### src/rtl/adv_pkg.sv
// Shared definitions for the character-stream blocks: ASCII constants and the
// transmit FSM state encoding.
package adv_pkg;

  localparam logic [7:0] ASCII_ZERO = 8'h30;
  localparam logic [7:0] ASCII_NL   = 8'h0A;

  typedef enum logic [2:0] {
    TX_IDLE,
    TX_CONV,
    TX_PICK,
    TX_SEND,
    TX_TERM
  } tx_state_t;

endpackage

### src/rtl/result_ascii_tx_bin2bcd_iter.sv
// Iterative double-dabble converter: one bit per clock, WIDTH clocks per word.
// o_done marks the cycle whose edge performs the final shift.
module bin2bcd_iter #(
  parameter int WIDTH  = 32,
  parameter int DIGITS = 10
) (
  input  logic                clk,
  input  logic                rst,
  input  logic                i_start,
  input  logic [WIDTH-1:0]    i_bin,
  output logic                o_busy,
  output logic                o_done,
  output logic [4*DIGITS-1:0] o_bcd
);

  localparam int CNT_W = $clog2(WIDTH + 1);
  localparam int BCD_W = 4 * DIGITS;

  logic [WIDTH-1:0]       r_bin;
  logic [BCD_W-1:0]       r_bcd;
  logic [CNT_W-1:0]       r_cnt;
  logic [BCD_W-1:0]       w_adj;
  logic [BCD_W+WIDTH-1:0] w_shift;

  // Add-3 only touches nibbles 5..9, so the 4-bit sum never wraps.
  genvar gi;
  generate
    for (gi = 0; gi < DIGITS; gi++) begin : g_nib
      assign w_adj[4*gi +: 4] = (r_bcd[4*gi +: 4] >= 4'd5) ? r_bcd[4*gi +: 4] + 4'd3
                                                           : r_bcd[4*gi +: 4];
    end
  endgenerate

  assign w_shift = {w_adj, r_bin} << 1;

  always_ff @(posedge clk or negedge rst) begin
    if (!rst) begin
      r_bin <= '0;
      r_bcd <= '0;
      r_cnt <= '0;
    end else if (i_start) begin
      r_bin <= i_bin;
      r_bcd <= '0;
      r_cnt <= CNT_W'(WIDTH);
    end else if (r_cnt != '0) begin
      r_bcd <= w_shift[BCD_W+WIDTH-1:WIDTH];
      r_bin <= w_shift[WIDTH-1:0];
      r_cnt <= r_cnt - CNT_W'(1);
    end
  end

  assign o_busy = (r_cnt != '0);
  assign o_done = (r_cnt == CNT_W'(1));
  assign o_bcd  = r_bcd;

endmodule

### src/rtl/result_ascii_tx.sv
// Converts one binary result word to unsigned decimal ASCII (MSB digit first,
// optional terminator) on a valid/stall character stream.
module result_ascii_tx
  import adv_pkg::*;
#(
  parameter int         WIDTH     = 32,
  parameter int         DIGITS    = 10,
  parameter logic [7:0] TERM      = ASCII_NL,
  parameter bit         SEND_TERM = 1'b1
) (
  input  logic             clk,
  input  logic             rst,
  input  logic [WIDTH-1:0] i_result,
  input  logic             i_result_vld,
  output logic             o_busy,
  output logic [7:0]       o_char,
  output logic             o_vld,
  input  logic             i_stall,
  output logic             o_overrun
);

  localparam int IDX_W = $clog2(DIGITS);

  tx_state_t           r_state;
  logic [IDX_W-1:0]    r_idx;
  logic                r_busy;
  logic                r_vld;
  logic [7:0]          r_char;
  logic                r_overrun;

  logic                w_start;
  logic                w_conv_busy;
  logic                w_conv_done;
  logic                w_accept;
  logic [4*DIGITS-1:0] w_bcd;
  logic [3:0]          w_nib [DIGITS];
  logic [IDX_W-1:0]    w_pick_idx;
  logic [IDX_W-1:0]    w_idx_dec;

  assign w_start   = (r_state == TX_IDLE) && i_result_vld;
  assign w_accept  = r_vld && !i_stall;
  assign w_idx_dec = r_idx - IDX_W'(1);

  bin2bcd_iter #(
    .WIDTH  (WIDTH),
    .DIGITS (DIGITS)
  ) u_bin2bcd (
    .clk     (clk),
    .rst     (rst),
    .i_start (w_start),
    .i_bin   (i_result),
    .o_busy  (w_conv_busy),
    .o_done  (w_conv_done),
    .o_bcd   (w_bcd)
  );

  genvar gi;
  generate
    for (gi = 0; gi < DIGITS; gi++) begin : g_digit
      assign w_nib[gi] = w_bcd[4*gi +: 4];
    end
  endgenerate

  // Highest non-zero nibble wins; an all-zero value still sends digit 0.
  always_comb begin
    w_pick_idx = '0;
    for (int d = 0; d < DIGITS; d++) begin
      if (w_nib[d] != 4'd0) w_pick_idx = IDX_W'(d);
    end
  end

  always_ff @(posedge clk or negedge rst) begin
    if (!rst) begin
      r_state   <= TX_IDLE;
      r_idx     <= '0;
      r_busy    <= 1'b0;
      r_vld     <= 1'b0;
      r_char    <= 8'h00;
      r_overrun <= 1'b0;
    end else begin
      if (i_result_vld && r_busy) r_overrun <= 1'b1;
      case (r_state)
        TX_IDLE: begin
          if (i_result_vld) begin
            r_busy  <= 1'b1;
            r_state <= TX_CONV;
          end
        end
        TX_CONV: begin
          if (w_conv_done) r_state <= TX_PICK;
        end
        TX_PICK: begin
          if (!w_conv_busy) begin
            r_idx   <= w_pick_idx;
            r_char  <= ASCII_ZERO + {4'h0, w_nib[w_pick_idx]};
            r_vld   <= 1'b1;
            r_state <= TX_SEND;
          end
        end
        TX_SEND: begin
          if (w_accept) begin
            if (r_idx != '0) begin
              r_idx  <= w_idx_dec;
              r_char <= ASCII_ZERO + {4'h0, w_nib[w_idx_dec]};
            end else if (SEND_TERM) begin
              r_char  <= TERM;
              r_state <= TX_TERM;
            end else begin
              r_vld   <= 1'b0;
              r_busy  <= 1'b0;
              r_char  <= 8'h00;
              r_state <= TX_IDLE;
            end
          end
        end
        TX_TERM: begin
          if (w_accept) begin
            r_vld   <= 1'b0;
            r_busy  <= 1'b0;
            r_char  <= 8'h00;
            r_state <= TX_IDLE;
          end
        end
        default: r_state <= TX_IDLE;
      endcase
    end
  end

  assign o_busy    = r_busy;
  assign o_vld     = r_vld;
  assign o_char    = r_char;
  assign o_overrun = r_overrun;

endmodule

### config.mk
export PLATFORM = sky130hd
export DESIGN_NAME = result_ascii_tx
export DESIGN_NICKNAME = d
export VERILOG_FILES = /design/src/rtl/adv_pkg.sv /design/src/rtl/result_ascii_tx_bin2bcd_iter.sv /design/src/rtl/result_ascii_tx.sv
export SDC_FILE = /design/constraint.sdc
export NUM_CORES = 1
export LEC_CHECK = 0
export ABC_AREA = 1
export CAP_MARGIN = 20
export CORE_MARGIN = 5
export CORE_UTILIZATION = 64
export DETAILED_ROUTE_END_ITERATION = 6
export PLACE_DENSITY = 0.95
export SYNTH_ARGS = -nofsm -noshare
export SYNTH_HDL_FRONTEND = slang
export SYNTH_SLANG_ARGS = --single-unit
### constraint.sdc
create_clock -name clk -period 6.7 [get_ports clk]
set_clock_uncertainty 0.2 [all_clocks]
set_input_delay 1.34 -clock clk [delete_from_list [all_inputs] [get_ports clk]]
set_output_delay 1.34 -clock clk [all_outputs]
set_load 0.1 [all_outputs]
======== Word level (Yosys, flattened, before mapping) ========
Index checks and enable logic that the tools add are counted.
word-level totals
  flip-flop bits (word level) ............. 96
  bits of input ports ..................... 36
  word-level logic and storage cells ...... 127
operators by class
  $add $sub $neg .......................... 14
  magnitude comparators ................... 12
  equal/unequal tests ..................... 12
  muxes and demuxes ....................... 52
  bitwise logic cells ..................... 2
  reductions and logical operators ........ 26
operator list
  kind                                                                                 count
  4-bit two-way mux                                                                    23
  40-bit two-way mux                                                                   2
  32-bit two-way mux                                                                   2
  4-bit by 3-bit greater-or-equal comparator with 1-bit output, second input constant  10
  4-bit nonzero test                                                                   10
  4-bit by 2-bit adder with 4-bit output, second input constant                        9
  4-bit binary-select mux with 4-bit select                                            2
  8-bit two-way mux                                                                    3
  8-bit case mux with 3 select lines                                                   1
  3-bit two-way mux                                                                    7
  3-bit case mux with 5 select lines                                                   1
  6-bit by 4-bit adder with 7-bit output, first input constant                         2
  6-bit two-way mux                                                                    2
  2-bit inequality test, second input constant                                         6
  5-bit greater-or-equal comparator, second input constant                             2
  4-bit inverter with 5-bit output                                                     2
  4-bit case mux with 2 select lines                                                   1
  4-bit AND reduction                                                                  2
  2-bit nonzero test                                                                   4
  7-bit two-way mux                                                                    1
  3-bit by 2-bit equality test with 1-bit output, second input constant                2
  6-bit by 1-bit equality test with 1-bit output, second input constant                1
  3-bit AND reduction                                                                  2
  6-bit AND reduction                                                                  1
  other kinds (14)                                                                     20

======== Depth between registers and ports, before layout ========
Gate-level depths: netlist of run 1.
  depth in word-level cells ............... 17
  depth in mapped cells ................... 20
  mapped depth without buffers ............ 19

======== By module ========
Synthesis of run 1 repeated with hierarchy kept, for this count alone.
second synthesis, totals
  cell total of the unflattened synthesis .. 888
  area, all modules ....................... 6163.4 µm²
modules (own cells, without submodules)
  module           times used  cells an instance  area each (µm²)  seq. area each (µm²)
  bin2bcd_iter     1           565                4324.1           1951.9
  result_ascii_tx  1           323                1839.3           375.4

======== Least setup slack after synthesis of run 1 ========
Ideal clock, no wire load.
  kind .................................... flip-flop to output port
  from .................................... reg, netlist name o_char[4]
  to ...................................... out o_char[5]
  arrival ................................. 1340 ps
  required time ........................... 5160 ps
  setup slack ............................. 3820 ps
  cell stages (with the launch flop) ...... 2
  cells stage by stage .................... dfrtp_1 -> buf_4
RTL lines
  what           RTL line               text
  end, declared  result_ascii_tx.sv:16  output logic [7:0] o_char,

======== Worst setup path after layout of run 1 ========
  from .................................... reg r_idx[0]
  to ...................................... reg r_char[0], in the netlist o_char[0]
on the way
  longest elaborated chain between the ends .. 9
  elaborated cells on any way between the ends .. 10
  classes of those cells .................. add/sub (2); mux (6); bitwise (1); reduce/logical (1)
ends and longest elaborated chain
  what                                                    RTL line                text
  start, declared                                         result_ascii_tx.sv:25   logic [IDX_W-1:0] r_idx;
  start signal, assigned                                  result_ascii_tx.sv:94   r_idx <= w_pick_idx;
  start signal, assigned                                  result_ascii_tx.sv:103  r_idx <= w_idx_dec;
  4-bit by 1-bit subtractor with 4-bit output             result_ascii_tx.sv:42   assign w_idx_dec = r_idx - IDX_W'(1);
  4-bit inverter with 5-bit output (implied by the code)  result_ascii_tx.sv:104  r_char <= ASCII_ZERO + {4'h0, w_nib[w_idx_dec]};
  4-bit binary-select mux with 4-bit select               result_ascii_tx.sv:104
  4-bit two-way mux (implied by the code) (2 in series)   result_ascii_tx.sv:104
  6-bit by 4-bit adder with 7-bit output                  result_ascii_tx.sv:104
  7-bit two-way mux (*)                                   result_ascii_tx.sv:102  if (r_idx != '0) begin
  8-bit two-way mux (*)                                   result_ascii_tx.sv:101  if (w_accept) begin
  8-bit case mux with 3 select lines (*)                  result_ascii_tx.sv:82   case (r_state)
  end signal, assigned                                    result_ascii_tx.sv:95   r_char <= ASCII_ZERO + {4'h0, w_nib[w_pick_idx]};
  end signal, assigned                                    result_ascii_tx.sv:104
  end, declared                                           result_ascii_tx.sv:28   logic [7:0] r_char;
Every way passes the cells marked *; elsewhere a longest branch is shown, timed or not. The select of a mux whose other input is x is not followed.
A chain may end at the register's enable or synchronous reset.

==> metrics.cfg, run 1 <==
[power]
switchingPower_w = 0.00204
sw_frac_of_total_pct = 54.0
leakagePower_nw = 3.05
p_comb_share_pct = 61.8
clock_power_share_pct = 10.1
p_per_area_nw_per_um2 = 582
ir_worst_vdd_v = 0.000241
p_int_w = 0.00174
p_seq_share_pct = 28.1

[logic_synthesis]
yosysWarnings = 0
avgSynthCellArea_um2 = 7.70
synth-adder-area-share_pct = 5.53
yosys_register_bits = 93
synth_top_family_by_area = simple AND/OR/NAND/NOR gates
synth_edf_count = 0
muxShareOfSynthArea_pct = 0
synth_compound_area_share_pct = 20.7
ys_seq_area_share_pct = 39.5
synth_cell_types = 46
ys.flop_type = dfrtp_1
synth_simple_gate_area_share_pct = 22.7
synthCells = 764
synth_area_um2 = 5890
synth_xor_area_share_pct = 1.49
ys_async_sr_fraction_pct = 100

[clock_network]
clockRootBuffer = clkbuf_8
clkTransAtPathRegs_ps = 110
clock-sinks = 93
cts_made_buffers = 9
htree_levels = 3
tritoncts = done
hold_buffers = 0
cts_resized = 0
worst_skew_pair.late_latency_ps = 380
post-cts-setup-buffers = 0
clockBufferDepth = 2

[worst_setup_path]
arrival_ps = 4010
worstPathRequired_ps = 6810
cp-end-kind = register
worstPathMaxFanout = 29
crit_path_start_kind = register
setup.worst_path.class = reg -> reg

[timing]
rsz0062_at_grt = false
fin_crit_sh_pct = 58.2
finalCriticalPeriod_ps = 3900
worst_slack_ps = 2800
fmax_mhz = 257
tightest_slew_ps = 995
slew_violations = 0
setup_viol = 0
slew-limit-headroom_pct = 33.5
hold_viol = 0
tns_ps = 0
hold_slack_ps = 272

[placement]
hpwl_mm = 10.3
place_ws_ps = 2740
io_buffers = 44
place.gp.congestion = 0.966

[finish]
num_antenna_cells = 0
mostFrequentLayoutCells = nand2_1 (171), inv_1 (93), dfrtp_1 (93), nand3_1 (75), o21ai_0 (71)
final_common_cell = nand2_1
layout-drive-gt1-share_pct = 8.17
fin_util_pct = 71.3
regArea_um2 = 2330
fillerInstances = 684
finalNetCount = 853
multiInputGateArea_um2 = 2980
synthToLayoutAreaGrowth_pct = 10.4

[grt]
grt_util_all_layers_pct = 27.3
antenna_found_initial = 0
grt_pass1_wl_mm = 25.2
grt_max_degree = 73
grt_overflow = 0
grt_pass1_vias = 5709

[floorplan]
core_area_um2 = 9110
fp-row-count = 35
ios = 47
dieHeight_um = 106
initial_utilization_pct = 64.6
fp.dieW_um = 106
die_area_um2 = 11200

[drt]
ant_nets = 0
vias = 5546
wire_per_inst_um = 16.1
drc = 0
drt_iter0_drc = 465
vias_per_cell = 6.11
wl_mm = 14.6
first_pass_iters = 5

[min_path]
hold_class = reg -> reg

[run_status]
status = finished, final reports clean

[flow_run]
drv_cap = 0

[power by group through the flow]
stage | clock network (W) | logic, W | registers (W)
final | 0.000382 | 0.00233 | 0.00106
after global routing | 0.000413 | 0.00260 | 0.00109
after CTS | 0.000384 | 0.00230 | 0.00105
after detailed placement | 0 | 0.00228 | 0.00106
after global placement | 0 | 0.00216 | 0.00104
after floorplan | 0 | 0.00169 | 0.00114
[worst paths after layout]
kind                           start                   to  slack (ps)  cells past startpoint
hold reg to reg            o_overrun            o_overrun         270                      1
setup / recovery            r_idx[0]            o_char[0]        2800                      8
hold / removal             o_overrun            o_overrun         270                      1
min in group asynchronous        rst  u_bin2bcd.o_bcd[30]         630                      1
max in group asynchronous        rst  u_bin2bcd.r_bin[30]        4490                      2
setup reg to reg            r_idx[0]            o_char[0]        2800                      8
[layer usage]
| metal | vias to the layer above | share of wire, % | global-route usage [%] |
|---|---|---|---|
| li1 | 2597 | - | - |
| met4 | 0 | 3.7 | 14.3 |
| met1 | 2614 | 39 | 31.0 |
| met2 | 266 | 51 | 48.4 |
| met3 | 69 | 6.5 | 5.59 |
| met5 | - | 0 | 0 |
[Yosys cell counts, drive strengths merged, types with 6 or more instances]
cell type | count | area (um^2)
a21oi | 40 | 208
dfrtp | 93 | 2330
xor2 | 9 | 78.8
ha | 26 | 325
o22ai | 21 | 194
nor3 | 6 | 40.0
nand2 | 173 | 664
o31ai | 7 | 57.6
buf | 22 | 149
o21ai | 88 | 440
o221ai | 6 | 71.3
o211ai | 15 | 143
nand3 | 76 | 393
inv | 105 | 399
clkbuf | 8 | 30.0
nor2 | 50 | 226
[worst max-delay path: stages, from the launching register on]
cell,delay [ps]
dfrtp_1,920
inv_1,470
ha_1,660
clkinv_1,400
o21ai_0,200
a21oi_1,80
o311ai_0,540
a21oi_1,140
a21oi_1,190
[cells by family (layout without fill, tap and decap cells)]
family	after synthesis	in the layout
xor+xnor	10	10
buf+inv	137	168
other cells	1	2
fa+ha+maj	26	26
simple gates	307	307
flops	93	93
compound gates	190	190
[layout make-up]
type | instances | area share [%]
well taps | 111 | 2.14
inverters | 107 | 6.26
multi-input cells | 535 | 45.8
clock buffers | 9 | 1.91
clock inverters | 7 | 1.18
repair buffers | 45 | 6.86
flip-flops and latches | 93 | 35.8
[through the flow]
| step | cell area (um^2) | total power [W] | cells |
|---|---|---|---|
| 5_1_grt | 6490 | 0.00410 | 907 |
| 4_1_cts | 6490 | 0.00374 | 907 |
| 3_3_place_gp | 6290 | 0.00320 | 891 |
| 6_report | 6490 | 0.00378 | 907 |
| 2_1_floorplan | 5890 | 0.00283 | 765 |
| 3_5_place_dp | 6290 | 0.00334 | 891 |
[sequential cells by signal, indices dropped and copies added (netlist names)]
| register | flops |
|---|---|
| o_char | 5 |
| u_bin2bcd.o_bcd | 40 |
| u_bin2bcd.r_cnt | 6 |
| r_idx | 4 |
| o_overrun | 1 |
| o_busy | 1 |
| u_bin2bcd.r_bin | 32 |
| o_vld | 1 |
| r_state | 3 |
Power figures use the tool's default switching activity.
==> run 2: changes to the inputs <==
--- a/config.mk
+++ b/config.mk
@@ -8,9 +8,9 @@
 export ABC_AREA = 1
 export CAP_MARGIN = 20
 export CORE_MARGIN = 5
-export CORE_UTILIZATION = 64
+export CORE_UTILIZATION = 59
 export DETAILED_ROUTE_END_ITERATION = 6
-export PLACE_DENSITY = 0.95
+export PLACE_DENSITY = 0.92
 export SYNTH_ARGS = -nofsm -noshare
 export SYNTH_HDL_FRONTEND = slang
 export SYNTH_SLANG_ARGS = --single-unit
==> constraint.sdc (replaced) <==
create_clock -name clk -period 3.7 [get_ports clk]
set_clock_uncertainty 0.2 [all_clocks]
set_input_delay 0.74 -clock clk [delete_from_list [all_inputs] [get_ports clk]]
set_output_delay 0.74 -clock clk [all_outputs]
set_load 0.1 [all_outputs]
==> run 2 against run 1 <==
First-iteration DRC count grew 18%. Sequential power grew 78%. Non-clock buffer count grew 9. Clock power grew 83%. Register-to-register slack lost 2000 ps. Largest power group unchanged. Highest routed layer unchanged.
==> metrics.cfg, run 2 (synthesis gave the netlist of run 1 again) <==
[placement]
hpwl_mm = 10.1  ; was 10.3 mm
io_buffers = 44  ; unchanged
dp_cells = 922  ; was 891
place.gp.congestion = 0.967  ; was 0.966

[floorplan]
die_area_um2 = 12100  ; was 11200 um^2
fp-row-count = 36  ; was 35
ios = 47  ; unchanged
fp.dieW_um = 110  ; was 106 um
core_area_um2 = 9770  ; was 9110 um^2
dieHeight_um = 110  ; was 106 um
initial_utilization_pct = 60.2  ; was 64.6%

[timing]
tns_ps = 0  ; unchanged
finalCriticalPeriod_ps = 2880  ; was 3900 ps
rsz0062_at_grt = false  ; unchanged
setup_viol = 0  ; unchanged
fin_crit_sh_pct = 77.9  ; was 58.2%
fmax_mhz = 347  ; was 257 MHz
hold_slack_ps = 132  ; was 272 ps
slew_violations = 0  ; unchanged
hold_viol = 0  ; unchanged
slew-limit-headroom_pct = 35.2  ; was 33.5%
tightest_slew_ps = 970  ; was 995 ps

[finish]
regArea_um2 = 2330  ; unchanged
fillerInstances = 785  ; was 684
num_antenna_cells = 0  ; unchanged
fin_util_pct = 67.4  ; was 71.3%
mostFrequentLayoutCells = nand2_1 (171), inv_1 (93), dfrtp_1 (93), nand3_1 (75), o21ai_0 (71)  ; unchanged
final_common_cell = nand2_1  ; unchanged
layout-drive-gt1-share_pct = 9.44  ; was 8.17%
finalNetCount = 862  ; was 853
multiInputGateArea_um2 = 2980  ; unchanged
synthToLayoutAreaGrowth_pct = 11.9  ; was 10.4%
stdcell_count = 938  ; was 907
largest_register_ffs = 40  ; unchanged

[drt]
ant_nets = 0  ; unchanged
wl_mm = 14.4  ; was 14.6 mm
vias = 5468  ; was 5546
wire_per_inst_um = 15.3  ; was 16.1 um
drt_iter0_drc = 548  ; was 465
drc = 0  ; unchanged
first_pass_iters = 5  ; unchanged
vias_per_cell = 5.83  ; was 6.11

[power]
p_per_area_nw_per_um2 = 1040  ; was 582 nW/um^2
p_comb_share_pct = 62.4  ; was 61.8%
p_int_w = 0.00320  ; was 0.00174 W
p_seq_share_pct = 27.4  ; was 28.1%
leakagePower_nw = 3.10  ; was 3.05 nW
ir_worst_vdd_v = 0.000496  ; was 0.000241 V
finalPower_w = 0.00688  ; was 0.00378 W
clock_power_share_pct = 10.2  ; was 10.1%
switchingPower_w = 0.00367  ; was 0.00204 W
sw_frac_of_total_pct = 53.4  ; was 54.0%

[clock_network]
tritoncts = done  ; unchanged
clockRootBuffer = clkbuf_8  ; unchanged
clkTransAtPathRegs_ps = 110  ; about the same
cts_made_buffers = 9  ; unchanged
cts_resized = 0  ; unchanged
clockBufferDepth = 2  ; unchanged
worst_skew_pair.late_latency_ps = 380  ; about the same
hold_buffers = 0  ; unchanged
htree_levels = 3  ; unchanged
clock-sinks = 93  ; unchanged
post-cts-setup-buffers = 0  ; unchanged

[grt]
grt_max_degree = 55  ; was 73
grt_pass1_vias = 5288  ; was 5709
grt_overflow = 0  ; unchanged
grt_util_all_layers_pct = 25.1  ; was 27.3%
grt_pass1_wl_mm = 24.2  ; was 25.2 mm
antenna_found_initial = 0  ; unchanged

[worst_setup_path]
setup.worst_path.class = reg -> reg  ; unchanged
crit_path_start_kind = register  ; unchanged
worstPathRequired_ps = 3770  ; was 6810 ps
r2r_slack_ps = 820  ; was 2800 ps
worstPathMaxFanout = 20  ; was 29
cp-end-kind = register  ; unchanged
arrival_ps = 2960  ; was 4010 ps

[flow_run]
drv_cap = 0  ; unchanged

[min_path]
hold_class = in -> async  ; was reg -> reg

[run_status]
status = finished, final reports clean  ; unchanged

-- run 2: worst paths after layout --
kind / from / end / depth (start not counted)
max: u_bin2bcd.o_bcd[8] / o_char[0] / 19
min: rst / u_bin2bcd.o_bcd[24] / 1
max reg2reg: u_bin2bcd.o_bcd[8] / o_char[0] / 19
min reg2reg: u_bin2bcd.r_bin[30] / u_bin2bcd.r_bin[31] / 2
max in group asynchronous: rst / u_bin2bcd.o_bcd[4] / 2
min in group clk: u_bin2bcd.r_bin[30] / u_bin2bcd.r_bin[31] / 2
-- run 2: metrics by stage --
step | worst slack, ps | instance area [um^2]
after floorplan | 1390 | 5890
final | 819 | 6590
after detailed placement | 485 | 6380
after global placement | 557 | 6380
after global routing | 559 | 6590
after CTS | 834 | 6590
-- run 2: final cells by class --
cell class	count	share of cell area (%)
clock buffers	9	1.88
clock inverters	7	1.22
inverters	107	6.17
multi-input cells	535	45.2
flip-flops and latches	93	35.3
well taps	133	2.53
repair buffers	54	7.71
-- run 2: routing by layer --
metal	routed length (um)	part of all wire (%)	vias to the layer above	global-route usage (%)
met5	0	0	-	0
met1	5890	41	2579	31.4
met2	7120	50	225	42.7
li1	-	-	2612	-
met4	459	3.2	0	10.6
met3	891	6.2	52	4.35
-- run 2: power by group through the flow --
stage / combinational, W / clock, W / sequential, W
5_1_grt: 0.00478 / 0.000739 / 0.00194
2_1_floorplan: 0.00306 / 0 / 0.00206
6_report: 0.00429 / 0.000699 / 0.00189
3_3_place_gp: 0.00404 / 0 / 0.00187
3_5_place_dp: 0.00419 / 0 / 0.00189
4_1_cts: 0.00424 / 0.000709 / 0.00187
-- run 2: critical path: stages, from the launching register on --
cell	delay, ps
dfrtp_1	450
inv_1	170
ha_1	210
nand2_1	80
nor2_1	130
nand2_1	70
nand2_1	80
nand2_1	60
nand2_1	60
nand2_1	50
nand2_1	60
nand2_1	60
nand2_1	490
nand2_1	120
nand3_1	130
nand2_1	80
nand2_1	60
nand3_1	100
nand2_1	90
a21oi_1	50
